==> config.mk <==
export PLATFORM = sky130hd
export DESIGN_NAME = pipe_hazard_ctrl
export DESIGN_NICKNAME = d
export VERILOG_FILES = /design/src/rtl/pipe_hazard_ctrl_pkg.sv /design/src/rtl/sat_counter.sv /design/src/rtl/pipe_hazard_ctrl.sv
export SDC_FILE = /design/constraint.sdc
export NUM_CORES = 1
export LEC_CHECK = 0
export ABC_AREA = 1
export CELL_PAD_IN_SITES_DETAIL_PLACEMENT = 2
export CELL_PAD_IN_SITES_GLOBAL_PLACEMENT = 2
export CORE_MARGIN = 2
export CORE_UTILIZATION = 29
export DETAILED_ROUTE_END_ITERATION = 16
export HOLD_SLACK_MARGIN = 0.15
export PLACE_DENSITY_LB_ADDON = 0.1
export RECOVER_POWER = 100
export SKIP_CTS_REPAIR_TIMING = 1
export SYNTH_ARGS = -nofsm -noshare
export SYNTH_HDL_FRONTEND = slang
export SYNTH_SLANG_ARGS = --single-unit
export TNS_END_PERCENT = 1
==> constraint.sdc <==
create_clock -name clock -period 5 [get_ports clock]
set_input_delay 1 -clock clock [delete_from_list [all_inputs] [get_ports clock]]
set_output_delay 1 -clock clock [all_outputs]
set_load 0.02 [all_outputs]
==> src/rtl/pipe_hazard_ctrl_pkg.sv <==
// Shared definitions for the pipeline hazard / multdiv sequencer.
// Holds the core's opcode and ALU-op encodings, the sequencer FSM
// state type and the architectural status register index.
package pipe_hazard_ctrl_pkg;

  // Primary opcodes (instruction bits [31:27])
  localparam logic [4:0] OP_R    = 5'd0;
  localparam logic [4:0] OP_J    = 5'd1;
  localparam logic [4:0] OP_BNE  = 5'd2;
  localparam logic [4:0] OP_JAL  = 5'd3;
  localparam logic [4:0] OP_JR   = 5'd4;
  localparam logic [4:0] OP_ADDI = 5'd5;
  localparam logic [4:0] OP_BLT  = 5'd6;
  localparam logic [4:0] OP_SW   = 5'd7;
  localparam logic [4:0] OP_LW   = 5'd8;
  localparam logic [4:0] OP_SETX = 5'd21;
  localparam logic [4:0] OP_BEX  = 5'd22;

  // R-type ALU ops that go to the multi-cycle unit
  localparam logic [4:0] ALU_MUL = 5'd6;
  localparam logic [4:0] ALU_DIV = 5'd7;

  // Exceptions from multdiv are written to rstatus instead of rd
  localparam int RSTATUS_REG = 30;

  typedef enum logic [1:0] {
    IDLE = 2'd0,
    BUSY = 2'd1,
    WB   = 2'd2
  } md_state_t;

endpackage

==> src/rtl/sat_counter.sv <==
// Saturating up-counter.
// Ports:
//   clock  - rising-edge clock
//   reset  - asynchronous active-high reset, clears count
//   en     - increment strobe
//   count  - current value; sticks at all-ones instead of wrapping
module sat_counter #(
  parameter int W = 32
) (
  input  logic         clock,
  input  logic         reset,
  input  logic         en,
  output logic [W-1:0] count
);

  always_ff @(posedge clock or posedge reset) begin
    if (reset) begin
      count <= '0;
    end else if (en && (count != '1)) begin
      count <= count + W'(1);
    end
  end

endmodule

==> src/rtl/pipe_hazard_ctrl.sv <==
// Pipeline hazard controller and mult/div sequencer for the 5-stage core.
// Freezes FD/DX and the PC while a mult/div runs, issues its writeback,
// stalls on load-use hazards, flushes on taken branches and keeps
// saturating stall/flush counters.
// Ports:
//   clock, reset               - clock, async active-high reset
//   fd_rs/fd_rt/fd_uses_*      - source operands of the FD instruction
//   dx_is_load/dx_rd           - DX load flag and destination
//   md_start/md_is_div         - DX holds mult/div
//   md_rdy/md_exc              - multdiv ready (handshake mode) / exception
//   take_branch                - DX resolved a taken branch or jump
//   stall_pc/stall_fd          - hold PC / FD latch
//   bubble_dx/flush_fd         - nop into DX / squash FD
//   freeze_dx                  - hold DX latch
//   md_busy                    - sequencer in BUSY
//   md_wb_valid/md_wb_rd/_exc  - multdiv writeback strobe, dest, exception
//   stall_cnt/flush_cnt        - saturating performance counters
module pipe_hazard_ctrl
  import pipe_hazard_ctrl_pkg::*;
#(
  parameter int REG_AW       = 5,
  parameter int MULT_LAT     = 17,
  parameter int DIV_LAT      = 33,
  parameter int MD_HANDSHAKE = 0,
  parameter int CNT_W        = 32
) (
  input  logic              clock,
  input  logic              reset,
  input  logic [REG_AW-1:0] fd_rs,
  input  logic [REG_AW-1:0] fd_rt,
  input  logic              fd_uses_rs,
  input  logic              fd_uses_rt,
  input  logic              dx_is_load,
  input  logic [REG_AW-1:0] dx_rd,
  input  logic              md_start,
  input  logic              md_is_div,
  input  logic              md_rdy,
  input  logic              md_exc,
  input  logic              take_branch,
  output logic              stall_pc,
  output logic              stall_fd,
  output logic              bubble_dx,
  output logic              flush_fd,
  output logic              freeze_dx,
  output logic              md_busy,
  output logic              md_wb_valid,
  output logic [REG_AW-1:0] md_wb_rd,
  output logic              md_wb_exc,
  output logic [CNT_W-1:0]  stall_cnt,
  output logic [CNT_W-1:0]  flush_cnt
);

  localparam int MAX_LAT = (DIV_LAT > MULT_LAT) ? DIV_LAT : MULT_LAT;
  localparam int CW      = $clog2(MAX_LAT) + 1;
  localparam logic [CW-1:0] MULT_LOAD = CW'(MULT_LAT - 2);
  localparam logic [CW-1:0] DIV_LOAD  = CW'(DIV_LAT - 2);

  md_state_t         state, state_next;
  logic [CW-1:0]     count;
  logic [CW-1:0]     start_load;
  logic [REG_AW-1:0] md_rd_q;
  logic [REG_AW-1:0] wb_rd_src;
  logic              start_ok;
  logic              md_exit;
  logic              hazard;

  assign start_ok   = (state == IDLE) && md_start;
  assign start_load = md_is_div ? DIV_LOAD : MULT_LOAD;
  // A 2-cycle op skips BUSY entirely, so its dest comes straight from DX
  assign wb_rd_src  = (state == IDLE) ? dx_rd : md_rd_q;

  assign hazard = dx_is_load && (dx_rd != '0) &&
                  ((fd_uses_rs && (fd_rs == dx_rd)) ||
                   (fd_uses_rt && (fd_rt == dx_rd)));

  always_ff @(posedge clock or posedge reset) begin
    if (reset) begin
      state <= IDLE;
    end else begin
      state <= state_next;
    end
  end

  // Loaded value is LAT-2: the start cycle and the WB cycle are not
  // BUSY cycles, so BUSY lasts exactly LAT-2 cycles and exits when the
  // count is about to reach zero.
  always_comb begin
    state_next = state;
    md_exit    = 1'b0;
    case (state)
      IDLE: begin
        if (md_start) begin
          if ((MD_HANDSHAKE == 0) && (start_load == '0)) begin
            state_next = WB;
            md_exit    = 1'b1;
          end else begin
            state_next = BUSY;
          end
        end
      end
      BUSY: begin
        if (MD_HANDSHAKE != 0) begin
          if (md_rdy) begin
            state_next = WB;
            md_exit    = 1'b1;
          end
        end else if (count <= CW'(1)) begin
          state_next = WB;
          md_exit    = 1'b1;
        end
      end
      WB:      state_next = IDLE;
      default: state_next = IDLE;
    endcase
  end

  always_ff @(posedge clock or posedge reset) begin
    if (reset) begin
      count     <= '0;
      md_rd_q   <= '0;
      md_wb_rd  <= '0;
      md_wb_exc <= 1'b0;
    end else begin
      if (start_ok) begin
        md_rd_q <= dx_rd;
        count   <= start_load;
      end else if ((state == BUSY) && (count != '0)) begin
        count <= count - CW'(1);
      end
      if (md_exit) begin
        md_wb_exc <= md_exc;
        md_wb_rd  <= md_exc ? '0 : wb_rd_src;
      end
    end
  end

  // Freeze beats branch flush beats load-use stall. The start cycle
  // freezes too so the mult/div stays in DX. A branch squashes the
  // load consumer, so no PC stall is needed alongside it.
  always_comb begin
    stall_pc    = 1'b0;
    stall_fd    = 1'b0;
    bubble_dx   = 1'b0;
    flush_fd    = 1'b0;
    freeze_dx   = 1'b0;
    md_busy     = 1'b0;
    md_wb_valid = 1'b0;
    if (!reset) begin
      md_busy     = (state == BUSY);
      md_wb_valid = (state == WB);
      if ((state == BUSY) || start_ok) begin
        stall_pc  = 1'b1;
        stall_fd  = 1'b1;
        freeze_dx = 1'b1;
      end else if (take_branch) begin
        flush_fd  = 1'b1;
        bubble_dx = 1'b1;
      end else if (hazard) begin
        stall_pc  = 1'b1;
        stall_fd  = 1'b1;
        bubble_dx = 1'b1;
      end
    end
  end

  sat_counter #(.W(CNT_W)) u_stall_cnt (
    .clock (clock),
    .reset (reset),
    .en    (stall_pc),
    .count (stall_cnt)
  );

  sat_counter #(.W(CNT_W)) u_flush_cnt (
    .clock (clock),
    .reset (reset),
    .en    (flush_fd),
    .count (flush_cnt)
  );

endmodule

==> results.json <==
{
  "die_area_um2": 20000,
  "synth_nets": 832,
  "cpMostUsedCell": "nand2_1",
  "clock-sinks": 84,
  "worst_hold_path.endpoint": "md_rd_q[0]",
  "grt_antenna_before_repair": 0,
  "yosysTopAreaCellShare_pct": 38.5,
  "grt_max_degree": 74,
  "drive_above_1_share_pct": 3.76,
  "first_iter_violations": 210,
  "grt_pass1_vias": 6056,
  "grt_pass1_wl_mm": 32.0,
  "setup_violations": 0,
  "slew_headroom_pct": -35.7,
  "total_leakage_power_nw": 3.39,
  "dpl-instance-area_um2": 6650,
  "syn-cell-area_um2": 5470,
  "critPathMaxStageDelay_ns": 0.72,
  "cp_max_fo": 19,
  "final_max_slew_viol_count": 110,
  "rows": 50,
  "syn_area_per_cell_um2": 6.81,
  "path_class": "primary input to primary output",
  "fp.dieW_um": 141,
  "cts_inserted_buffers": 9,
  "fin_crit_sh_pct": 89.2,
  "final_cells": 1138,
  "fmax_ghz": 0.224,
  "fin_ws_ns": 0.539,
  "period_minus_slack_ns": 4.46,
  "place_inst": 1122,
  "start_kind": "primary input",
  "setup_tns_ns": 0,
  "portBuffers": 100,
  "die_h_um": 141,
  "root_buffer": "clkbuf_16",
  "rsz0062_at_grt": "no",
  "grt_usage_pct": 20.2,
  "nNetsFinal": 929,
  "cp_cell_sequence": "dlygate4sd3_1, nand2_1, nand2_2, inv_2, nand2_1, nor2_1, clkdlybuf4s50_1",
  "cp_num_buf_inv": 3,
  "pin_count": 102,
  "syn_to_final_growth_pct": 25.9,
  "diodes": 0,
  "timing.rr.end": "u_stall_cnt.count[0]",
  "htreeDepth": 3,
  "gp_congestion": 0.795,
  "cp-end-kind": "primary output",
  "ant_nets": 0,
  "synthTopCellsByArea": "dfrtp_1 38%, nand2_1 22%, nand3_1 5.8%",
  "synth_seq_area_share_pct": 38.5,
  "first_pass_iters": 4,
  "r2r-start": "state[0]",
  "fin_util_pct": 37.0,
  "drc": 0,
  "outcome": "finished with violations",
  "worstPathRequired_ns": 4.00,
  "yosys.cell_types.count": 35,
  "power.density_nw_per_um2": 339,
  "design_area_um2": 6880,
  "drv_cap": 2,
  "rrSetupSlack_ns": 1.54,
  "violations": "capacitance limit, slew limit",
  "synthCells": 802,
  "holdWs_ns": 0.487,
  "synth_warnings": 0,
  "hold_path.class": "flip-flop to flip-flop",
  "path_clk_slew_ns": 0.07,
  "wl_per_cell_um": 16.9,
  "worstHoldPathCells": 2,
  "grt-ovfl-total": 0,
  "ir_drop_mv": 0.170,
  "cts_tree": "yes",
  "hold_path_startpoint": "md_rd_q[0]",
  "finalPower_mw": 2.33,
  "drt_wl_total_mm": 19.2,
  "place_ws_ns": 0.990,
  "worstMarginPinSlew_ns": 2.04,
  "vias": 5591,
  "arrival_ns": 3.46,
  "synth_top_cell_by_area": "dfrtp_1",
  "worstRegToRegCells": 11,
  "path_delay_family": "buffers and inverters",
  "hpwlAfterDp_mm": 14.6,
  "fin_worst_skew_ns": 0.0128,
  "startpoint": "md_start",
  "viasPerCell": 4.91,
  "ys_seq_elements": 84,
  "finalHoldViolCount": 0,
  "slowest_stage": "clkdlybuf4s50_1",
  "initial_core_util_pct": 29.4,
  "clock_path_buffers": 2,
  "coreArea_um2": 18600,
  "clock_latency_ns": 0.35
}
sequential cells by signal (all words and copies together), names as in the netlist:
register,count
u_stall_cnt.count,32
state,2
md_wb_exc,1
u_flush_cnt.count,32
md_rd_q,5
md_wb_rd,5
count,7
layout by cell type, fill, tap and decap left out, drive strengths merged, types with 2 or more instances in the layout:
cell,count
xnor2,10
nor3,25
clkdlybuf4s50,22
o21ai,35
nand3,64
o211ai,3
dlygate4sd3,78
clkinvlp,2
clkbuf,10
dfrtp,84
ha,5
nand4,14
nand3b,11
a21oi,4
nor2,82
inv,88
nand2,332
buf,2
xor2,26
cell usage after synthesis:
cell type and number:
ha_1 5, a21boi_4 1, nand3_2 1, inv_2 4, o211ai_1 3, nor3_2 1
inv_1 80, nor2_1 75, buf_6 6, nand2_2 3, nor3_1 23, o21a_1 1
a21oi_1 4, nor3_4 1, clkbuf_1 2, nor2_2 5, nor3b_1 1, nand4_1 14
buf_2 3, nor2_8 1, o21ai_1 1, o21ai_0 33, nor4_1 1, mux2i_1 1
or2_1 1, nand3b_1 11, nand2_4 3, xor2_1 26, nor2_4 1, o21ai_2 1
buf_4 6, dfrtp_1 84, xnor2_1 10, nand2_1 326, nand3_1 63
report_power, final:
part / internal (mW) / switching [mW]
Combinational: 0.261 / 0.474
Sequential: 0.796 / 0.114
Clock: 0.352 / 0.338
routing by layer:
metal,vias up,share of wire [%],track usage (%)
met1,2794,50,28.0
met4,0,0.73,3.47
li1,2705,-,-
met5,-,0,0
met2,85,47,33.9
met3,7,2.5,2.97
worst min-delay path: stages (launching register included):
cell and delay [ns]:
dfrtp_1 0.34, nand2_1 0.05, o21ai_0 0.06
cells by family after synthesis:
| kind of cell | Yosys count | synth area share [%] |
|---|---|---|
| multiplexers | 1 | 0.183 |
| XOR/XNOR | 36 | 5.77 |
| AO/OA/AOI/OAI | 44 | 4.53 |
| AND/OR/NAND/NOR | 531 | 41.7 |
| adder cells (fa/ha/maj) | 5 | 1.14 |
| flip-flops | 84 | 38.5 |
| buffers and inverters | 101 | 8.24 |
area by class of cell:
cell class	instances	area, µm²
fill	2243	11700
clock inverter	7	65.1
tap	234	293
timing repair buffer	103	1020
sequential	84	2100
multi-input combinational	617	2860
inverter	84	317
clock buffer	9	225
how the worst max path moves through the flow:
stage | slack [ns] | endpoint | cells past startpoint
floorplan | 0.62 | bubble_dx | 3
global placement | 1.07 | stall_pc | 10
detailed placement | 0.99 | stall_pc | 10
CTS | 0.99 | stall_pc | 10
global route | 0.43 | flush_fd | 7
finish | 0.54 | flush_fd | 7
Note: power is estimated with default switching activity, not from simulation.
